File: src/rtl/keypad_serial_tx.sv
// Keypad press queue and UART 8N1 transmitter: each debounced key press is
// buffered in a small FIFO and sent on the serial line as its ASCII hex digit.
module keypad_serial_tx #(
  parameter int CLK_HZ     = 27000000,
  parameter int BAUD       = 9600,
  parameter int BAUD_DIV   = CLK_HZ / BAUD,
  parameter int DEPTH_LOG2 = 2
) (
  input  logic                clk,
  input  logic                reset_,
  input  logic                key_valid_,
  input  logic [3:0]          key_code,
  output logic                tx,
  output logic                busy,
  output logic                overflow,
  output logic [DEPTH_LOG2:0] fifo_count
);
  localparam int DEPTH = 1 << DEPTH_LOG2;
  localparam int CW    = DEPTH_LOG2 + 1;
  localparam int BW    = (BAUD_DIV > 1) ? $clog2(BAUD_DIV) : 1;
  localparam logic [BW-1:0] BAUD_LAST  = BW'(BAUD_DIV - 1);
  localparam logic [CW-1:0] COUNT_FULL = CW'(DEPTH);

  typedef enum logic [1:0] {
    ST_IDLE  = 2'd0,
    ST_START = 2'd1,
    ST_DATA  = 2'd2,
    ST_STOP  = 2'd3
  } state_t;

  function automatic logic [7:0] hex_ascii(input logic [3:0] code);
    logic [7:0] w_code;
    w_code = {4'h0, code};
    if (code < 4'd10) begin
      return 8'h30 + w_code;
    end else begin
      return 8'h37 + w_code;
    end
  endfunction

  logic                  r_s1, r_s2, r_s3;
  logic [3:0]            r_code1, r_code2;
  logic [3:0]            r_mem [0:DEPTH-1];
  logic [DEPTH_LOG2-1:0] r_wptr, r_rptr;
  logic [CW-1:0]         r_count;
  logic                  r_overflow;
  state_t                r_state;
  logic [BW-1:0]         r_baud;
  logic [2:0]            r_bit;
  logic [7:0]            r_shift;
  logic                  r_tx;

  logic       w_press, w_pop, w_full, w_push, w_drop, w_baud_done;
  logic [3:0] w_head;

  assign w_press     = !r_s2 && r_s3;
  assign w_pop       = (r_state == ST_IDLE) && (r_count != {CW{1'b0}});
  assign w_full      = (r_count == COUNT_FULL);
  assign w_push      = w_press && (!w_full || w_pop);
  assign w_drop      = w_press && w_full && !w_pop;
  assign w_head      = r_mem[r_rptr];
  assign w_baud_done = (r_baud == BAUD_LAST);

  // Two-flop synchronizer for the asynchronous scanner outputs, plus edge history
  always_ff @(posedge clk or negedge reset_) begin
    if (!reset_) begin
      r_s1    <= 1'b1;
      r_s2    <= 1'b1;
      r_s3    <= 1'b1;
      r_code1 <= 4'h0;
      r_code2 <= 4'h0;
    end else begin
      r_s1    <= key_valid_;
      r_s2    <= r_s1;
      r_s3    <= r_s2;
      r_code1 <= key_code;
      r_code2 <= r_code1;
    end
  end

  // FIFO storage; contents are meaningless until the count says otherwise
  always_ff @(posedge clk) begin
    if (w_push) begin
      r_mem[r_wptr] <= r_code2;
    end
  end

  // FIFO pointers, occupancy and the sticky drop flag
  always_ff @(posedge clk or negedge reset_) begin
    if (!reset_) begin
      r_wptr     <= {DEPTH_LOG2{1'b0}};
      r_rptr     <= {DEPTH_LOG2{1'b0}};
      r_count    <= {CW{1'b0}};
      r_overflow <= 1'b0;
    end else begin
      if (w_push) begin
        r_wptr <= r_wptr + DEPTH_LOG2'(1);
      end
      if (w_pop) begin
        r_rptr <= r_rptr + DEPTH_LOG2'(1);
      end
      if (w_push && !w_pop) begin
        r_count <= r_count + CW'(1);
      end else if (!w_push && w_pop) begin
        r_count <= r_count - CW'(1);
      end
      if (w_drop) begin
        r_overflow <= 1'b1;
      end
    end
  end

  // Transmit FSM; tx is updated on the same edge the state changes
  always_ff @(posedge clk or negedge reset_) begin
    if (!reset_) begin
      r_state <= ST_IDLE;
      r_baud  <= {BW{1'b0}};
      r_bit   <= 3'd0;
      r_shift <= 8'h00;
      r_tx    <= 1'b1;
    end else begin
      case (r_state)
        ST_IDLE: begin
          r_tx <= 1'b1;
          if (w_pop) begin
            r_shift <= hex_ascii(w_head);
            r_baud  <= {BW{1'b0}};
            r_tx    <= 1'b0;
            r_state <= ST_START;
          end
        end
        ST_START: begin
          if (w_baud_done) begin
            r_baud  <= {BW{1'b0}};
            r_bit   <= 3'd0;
            r_tx    <= r_shift[0];
            r_state <= ST_DATA;
          end else begin
            r_baud <= r_baud + BW'(1);
          end
        end
        ST_DATA: begin
          if (w_baud_done) begin
            r_baud <= {BW{1'b0}};
            if (r_bit == 3'd7) begin
              r_tx    <= 1'b1;
              r_state <= ST_STOP;
            end else begin
              r_bit   <= r_bit + 3'd1;
              r_shift <= {1'b0, r_shift[7:1]};
              r_tx    <= r_shift[1];
            end
          end else begin
            r_baud <= r_baud + BW'(1);
          end
        end
        ST_STOP: begin
          r_tx <= 1'b1;
          if (w_baud_done) begin
            r_baud  <= {BW{1'b0}};
            r_state <= ST_IDLE;
          end else begin
            r_baud <= r_baud + BW'(1);
          end
        end
        default: begin
          r_tx    <= 1'b1;
          r_state <= ST_IDLE;
        end
      endcase
    end
  end

  assign tx         = r_tx;
  assign overflow   = r_overflow;
  assign fifo_count = r_count;
  assign busy       = (r_state != ST_IDLE) || (r_count != {CW{1'b0}});

endmodule

File: config.mk
export PLATFORM = sky130hd
export DESIGN_NAME = keypad_serial_tx
export DESIGN_NICKNAME = d
export VERILOG_FILES = /design/src/rtl/keypad_serial_tx.sv
export SDC_FILE = /design/constraint.sdc
export NUM_CORES = 1
export LEC_CHECK = 0
export CAP_MARGIN = 25
export CORE_ASPECT_RATIO = 1.2
export CORE_UTILIZATION = 40
export CTS_BUF_LIST = sky130_fd_sc_hd__clkbuf_16
export CTS_CLUSTER_SIZE = 25
export DETAILED_ROUTE_END_ITERATION = 12
export PLACE_DENSITY_LB_ADDON = 0.15
export SYNTH_ARGS = -nofsm -noshare
export SYNTH_HDL_FRONTEND = slang
export SYNTH_SLANG_ARGS = --single-unit
File: constraint.sdc
create_clock -name clk -period 7.7 [get_ports clk]
set_clock_uncertainty 0.1 [all_clocks]
set_input_delay 0.77 -clock clk [delete_from_list [all_inputs] [get_ports clk]]
set_output_delay 0.77 -clock clk [all_outputs]
set_load 0.01 [all_outputs]
==> results of run 1 <==
## worst min path at each step
stage	cells past startpoint	endpoint	slack, ns	startpoint
finish	0	r_code2[0]$_DFF_PN0_	0.25	r_code1[0]$_DFF_PN0_
global route	0	r_code2[0]$_DFF_PN0_	0.25	r_code1[0]$_DFF_PN0_
CTS	0	r_code2[0]$_DFF_PN0_	0.25	r_code1[0]$_DFF_PN0_
detailed placement	0	r_code2[0]$_DFF_PN0_	0.24	r_code1[0]$_DFF_PN0_
global placement	0	r_code2[0]$_DFF_PN0_	0.24	r_code1[0]$_DFF_PN0_
floorplan	0	r_code2[0]$_DFF_PN0_	0.23	r_code1[0]$_DFF_PN0_
## stage by stage
stage / setup slack [ns] / instances
after global placement: 4.868 / 323
after CTS: 4.473 / 339
after floorplan: 5.010 / 232
after detailed placement: 4.774 / 323
after global routing: 4.286 / 340
final: 4.497 / 340
## Yosys cell counts (all sizes together), types with 5 or more instances
master  instances
a21oi           8
clkbuf          5
and2            6
dfrtp          40
nor2           15
ha             13
nor3            5
xnor2           5
nand3           6
inv            15
o21ai          27
edfxtp         16
mux2            5
nand2          15
## state kept, by name (all words and copies together), names as in the netlist, 3 cells and up
register and cells:
r_code2 4, fifo_count 3, r_mem 16, r_code1 4, r_baud 12, r_shift 7
r_bit 3
## cell families after synthesis
family	synth area share (%)
AOI/OAI and AO/OA	12.35
xor gates and xnor gates	2.533
adders and majority gates	6.604
buffers and inverters	3.437
DFF	57.35
muxes	6.513
and+or+nand+nor	11.22
## routing by layer
layer,GRT usage [%],wire length [µm],up-vias
met5,0,0,-
li1,-,-,861
met3,3.220,116,11
met4,8.333,114,0
met1,18.70,2194,859
met2,26.11,2437,22
## power by group
part | internal, mW | switching [mW]
Sequential | 0.404 | 0.0611
Clock | 0.347 | 0.139
Combinational | 0.197 | 0.218
Total | 0.948 | 0.418
## layout make-up
class,instances,area [µm²]
fillers,614,3222
inverters,16,60.06
multi-input cells,149,1085
clock inverters,7,138.9
repair buffers,14,142.6
clock buffers,9,225.2
flip-flops and latches,60,1587
well taps,85,106.4
## worst reg2reg max path, cell delays in order, from the launching register on
cell	delay (ns)
dfrtp_1	0.39
inv_1	0.10
ha_1	0.34
nor4b_1	0.13
nor3b_1	0.68
ha_1	0.32
inv_1	0.07
fa_1	0.37
xor2_1	0.15
nor2_1	0.11
xor2_1	0.14
## cells in the final DEF, fill, tap and decap left out, drive strengths merged, types with 4 or more instances in the layout
cell type	n
ha	13
bufinv	4
dfstp	4
a211oi	4
clkbuf	9
mux4	4
nand3	6
clkdlybuf4s50	11
dfrtp	40
mux2	5
inv	15
a31oi	4
o21ai	27
o31ai	4
and2	6
a21oi	8
nand2	15
nor2	15
xnor2	5
nor3	5
edfxtp	16
==> flow_metrics.env, run 1 <==
export IMPL_outcome="complete, no violations"
export IMPL_wl_mm=4.863
export IMPL_clock_sinks=60
export IMPL_cp_top_family="buffers and inverters"
export IMPL_vias_per_cell=5.156
export IMPL_rsz0062_at_grt="no"
export IMPL_die_w_um=77.92
export IMPL_cpPeakStageDelay_ns=0.51
export IMPL_die_area_um2=7254
export IMPL_synth_top_area_share_pct=36.18
export IMPL_async_flop_share_pct=73.33
export IMPL_dieHeight_um=93.10
export IMPL_ys_seq_area_share_pct=57.35
export IMPL_core_um2=6566
export IMPL_grt_antenna_before_repair=0
export IMPL_worstSkewPairLatency_ns=0.32
export IMPL_design_area_um2=3344
export IMPL_clk_path_buf_depth=2
export IMPL_final_setup_tns_ns=0
export IMPL_globalplace_congestion=0.7686
export IMPL_cp_start_kind="flip-flop"
export IMPL_ff2ff_setup_slack_ns=4.72
export IMPL_grtUsageTotal_pct=15.53
export IMPL_synth_area_leader_cell="dfrtp_1"
export IMPL_hold_worst_slack_ns=0.2454
export IMPL_yosysUniqueCellTypes=44
export IMPL_hold_violations=0
export IMPL_drv_cap=0
export IMPL_clk_pin_slew_ns=0.05
export IMPL_cts_htree_levels=3
export IMPL_dp_hpwl_mm=3.357
export IMPL_start_util_pct=42.13
export IMPL_first_pass_iters=4
export IMPL_cp_endpoint="busy"
export IMPL_worstSetupPathType="reg2out"
export IMPL_numCtsBuffers=9
export IMPL_vias=1753
export IMPL_synth_edff_count=16
export IMPL_cts_setup_buffers=0
export IMPL_cts_tree="done"
export IMPL_io_pins=13
export IMPL_max_slew_margin_rel_pct=38.57
export IMPL_worstMarginPinSlew_ns=0.9096
export IMPL_drive_above_1_share_pct=13.33
export IMPL_worstPathArrival_ns=2.33
export IMPL_post_drt_wl_per_cell_um=14.30
export IMPL_cp_common_cell="inv_1"
export IMPL_drv_slew=0
export IMPL_cpMaxStageDelayCell="clkdlybuf4s50_1"
export IMPL_postCtsResizedCells=0
export IMPL_synthFlopType="dfrtp_1"
export IMPL_fin_crit_ns=3.203
export IMPL_final_nets=271
export IMPL_row_count=32
export IMPL_rr_endpoint="fifo_count[2]$_DFFE_PN0P_"
export IMPL_num_antenna_cells=0
export IMPL_route_detailed_drc=0
export IMPL_power_density_nw_per_um2=408.6
export IMPL_dpl_cell_area_um2=2960
export IMPL_crit_chain="inv_1 -> ha_1 -> and2_1 -> inv_1 -> clkdlybuf4s50_1"
export IMPL_syn_num_nets=253
export IMPL_fmax_mhz=312.2
export IMPL_yosys_warnings=0
export IMPL_netlist_instances=232
export IMPL_synth_seq_cells=60
export IMPL_clock_root_buffer="clkbuf_16"
export IMPL_crit_required_ns=6.83
export IMPL_critPathBufInv=3
export IMPL_r2r_start="r_state[0]$_DFFE_PN0P_"
export IMPL_synth_area_top_cells="dfrtp_1, edfxtp_1, ha_1"
export IMPL_drtAntennaViolNets=0
export IMPL_leakage_nw=1.394
export IMPL_area_growth_pct=20.90
export IMPL_ctsHoldBuffers=0
export IMPL_grt_pass1_wl_mm=8.528
export IMPL_endpoint_kind="primary output"
export IMPL_post_route_util_pct=50.93
export IMPL_period_share_pct=41.60
export IMPL_synth_area_um2=2766
export IMPL_io_buffers=12
export IMPL_avgSynthCellArea_um2=11.92
export IMPL_worst_path_stages=5
export IMPL_r2r_cells=10
export IMPL_grt_pass1_vias=1828
export IMPL_drtIter0Drc=86
export IMPL_crit_fanout=15
export IMPL_grt_ovfl_total=0
export IMPL_total_power_mw=1.367
export IMPL_startpoint="r_state[0]$_DFFE_PN0P_"
export IMPL_setup_violations=0
export IMPL_hp_class="reg2reg"
export IMPL_grt_max_degree=45
export IMPL_vdd_ir_drop_max_mv=0.2592
(Power assumes the default switching activity.)
==> run 2, diff against run 1 <==
Clock period 7.7 ns to 2.9 ns, I/O delays scaled along.
==> run 2 against run 1 <==
Against the previous run: clock-buffer cell count stayed put; final cell count increased by 1.8%; clock power up 130%; non-clock buffer count up 6; register-to-register slack got worse by 4.3 ns; design area stayed put; sequential power grew to 2.7 times the previous value; via count grew 1.3%; critical endpoint unchanged; largest cell class unchanged.
==> flow_metrics.env, run 2 (synthesized netlist as in run 1, its figures left out) <==
export IMPL_outcome="complete, no violations"
export IMPL_cp_start_kind="flip-flop"
export IMPL_top_regs="r_mem: 16 flops, r_baud: 12 flops, r_shift: 7 flops"
export IMPL_ff2ff_setup_slack_ns=0.41
export IMPL_worstSetupPathType="reg2out"
export IMPL_vias=1776
export IMPL_fin_crit_ns=2.564
export IMPL_clk_path_buf_depth=2
export IMPL_largest_register_ffs=16
export IMPL_top_register="r_mem"
export IMPL_vias_per_cell=5.133
export IMPL_crit_fanout=9
export IMPL_wl_mm=4.895
export IMPL_dieHeight_um=93.10
export IMPL_startpoint="r_state[0]$_DFFE_PN0P_"
export IMPL_final_cell_count_no_fill=346
export IMPL_dpl_cell_area_um2=2998
export IMPL_die_area_um2=7254
export IMPL_dp_hpwl_mm=3.391
export IMPL_rr_endpoint="fifo_count[2]$_DFFE_PN0P_"
export IMPL_globalplace_congestion=0.7272
export IMPL_num_antenna_cells=0
export IMPL_drv_cap=0
export IMPL_power_density_nw_per_um2=1036
export IMPL_met2_length_mm=2.491
export IMPL_clock_root_buffer="clkbuf_16"
export IMPL_mostFrequentLayoutCell="dfrtp_1"
export IMPL_highest_layer="met4"
export IMPL_post_drt_wl_per_cell_um=14.15
export IMPL_drv_slew=0
export IMPL_endpoint_kind="primary output"
export IMPL_final_setup_tns_ns=0
export IMPL_grt_ovfl_total=0
export IMPL_io_buffers=12
export IMPL_crit_required_ns=2.51
export IMPL_r2r_start="r_state[0]$_DFFE_PN0P_"
export IMPL_drive_above_1_share_pct=14.94
export IMPL_route_detailed_drc=0
export IMPL_drtIter0Drc=91
export IMPL_leakage_nw=1.399
export IMPL_cp_endpoint="busy"
export IMPL_final_cell_mix="dfrtp_1, o21ai_0, edfxtp_1"
export IMPL_grt_antenna_before_repair=0
export IMPL_core_um2=6566
export IMPL_postCtsResizedCells=0
export IMPL_period_share_pct=88.42
export IMPL_grt_pass1_vias=1757
export IMPL_whs_path_depth=0
export IMPL_cts_tree="done"
export IMPL_clock_sinks=60
export IMPL_worstSkewPairLatency_ns=0.32
export IMPL_wl_met3_um=129
export IMPL_wl_met1_mm=2.228
export IMPL_design_area_um2=3344
export IMPL_setup_violations=0
export IMPL_grt_pass1_wl_mm=8.452
export IMPL_hold_worst_slack_ns=0.2472
export IMPL_total_power_mw=3.464
export IMPL_io_pins=13
export IMPL_numCtsBuffers=9
export IMPL_worstMarginPinSlew_ns=0.6153
export IMPL_grtUsageTotal_pct=15.46
export IMPL_drtAntennaViolNets=0
export IMPL_final_nets=277
export IMPL_cts_htree_levels=3
export IMPL_hold_violations=0
export IMPL_row_count=32
export IMPL_clk_pin_slew_ns=0.05
export IMPL_vdd_ir_drop_max_mv=0.4937
export IMPL_start_util_pct=42.13
export IMPL_first_pass_iters=4
export IMPL_rsz0062_at_grt="no"
export IMPL_grt_max_degree=45
export IMPL_die_w_um=77.92
export IMPL_worstPathArrival_ns=2.17
export IMPL_hp_class="reg2reg"
export IMPL_area_growth_pct=20.90
export IMPL_r2r_cells=10
export IMPL_dp_cells=328
export IMPL_max_slew_margin_rel_pct=58.44
export IMPL_fmax_mhz=390.0
## run 2: cell types whose count changed in the layout (fill, tap and decap cells not counted), sizes merged
cell         delta
buf             +5
bufinv          -2
clkinv          +1
clkinvlp        +1
dlygate4sd3     +1
## run 2: repair_timing
action / in CTS / in global routing
buffers inserted: 0 / 0
endpoints found under the setup margin: 0 / 0
hold buffers: 0 / 1
hold endpoints to repair: 0 / 12
## run 2: worst min-delay path by stage
| stage | startpoint | to | slack, ns |
|---|---|---|---|
| floorplan | reset_ | fifo_count[0]$_DFFE_PN0P_ | -0.11 |
| finish | r_code1[3]$_DFF_PN0_ | r_code2[3]$_DFF_PN0_ | 0.25 |
| CTS | reset_ | r_bit[2]$_DFFE_PN0P_ | 0.09 |
| global route | r_code1[1]$_DFF_PN0_ | r_code2[1]$_DFF_PN0_ | 0.25 |
| detailed placement | r_code1[0]$_DFF_PN0_ | r_code2[0]$_DFF_PN0_ | 0.24 |
| global placement | r_code1[0]$_DFF_PN0_ | r_code2[0]$_DFF_PN0_ | 0.24 |
## run 2: worst max-delay path, cell delays in order (launching register included)
cell and delay [ns]:
dfrtp_1 0.40, inv_1 0.11, ha_1 0.34, and2_1 0.32
inv_1 0.17, clkdlybuf4s50_1 0.51
## run 2: power breakdown
| group | total, mW | switching [mW] | internal (mW) | leakage, nW |
|---|---|---|---|---|
| Combinational | 1.10 | 0.565 | 0.540 | 0.567 |
| Sequential | 1.24 | 0.164 | 1.07 | 0.687 |
| Clock | 1.12 | 0.375 | 0.746 | 0.145 |
| Total | 3.46 | 1.10 | 2.36 | 1.40 |
## run 2: layout make-up
type	instances	area, µm²
clock inverter	7	91.34
multi-input combinational	149	1085
timing repair buffer	20	190.2
sequential	60	1587
clock buffer	9	225.2
inverter	16	60.06
fill	586	3222
tap	85	106.4
## run 2: routing by layer
metal  global-route usage [%]  vias up
met3                    4.098        5
met2                    25.29       21
met5                        0        -
met1                    19.18      866
met4                    6.944        0
li1                         -      884
## run 2: per-stage QoR
stage / util, % / setup WS, ns
floorplan: - / 0.2100
global placement: 45.66 / 0.4872
detailed placement: 45.66 / 0.3955
CTS: 50.48 / 0.3127
global route: 50.93 / 0.1658
finish: 50.93 / 0.3358
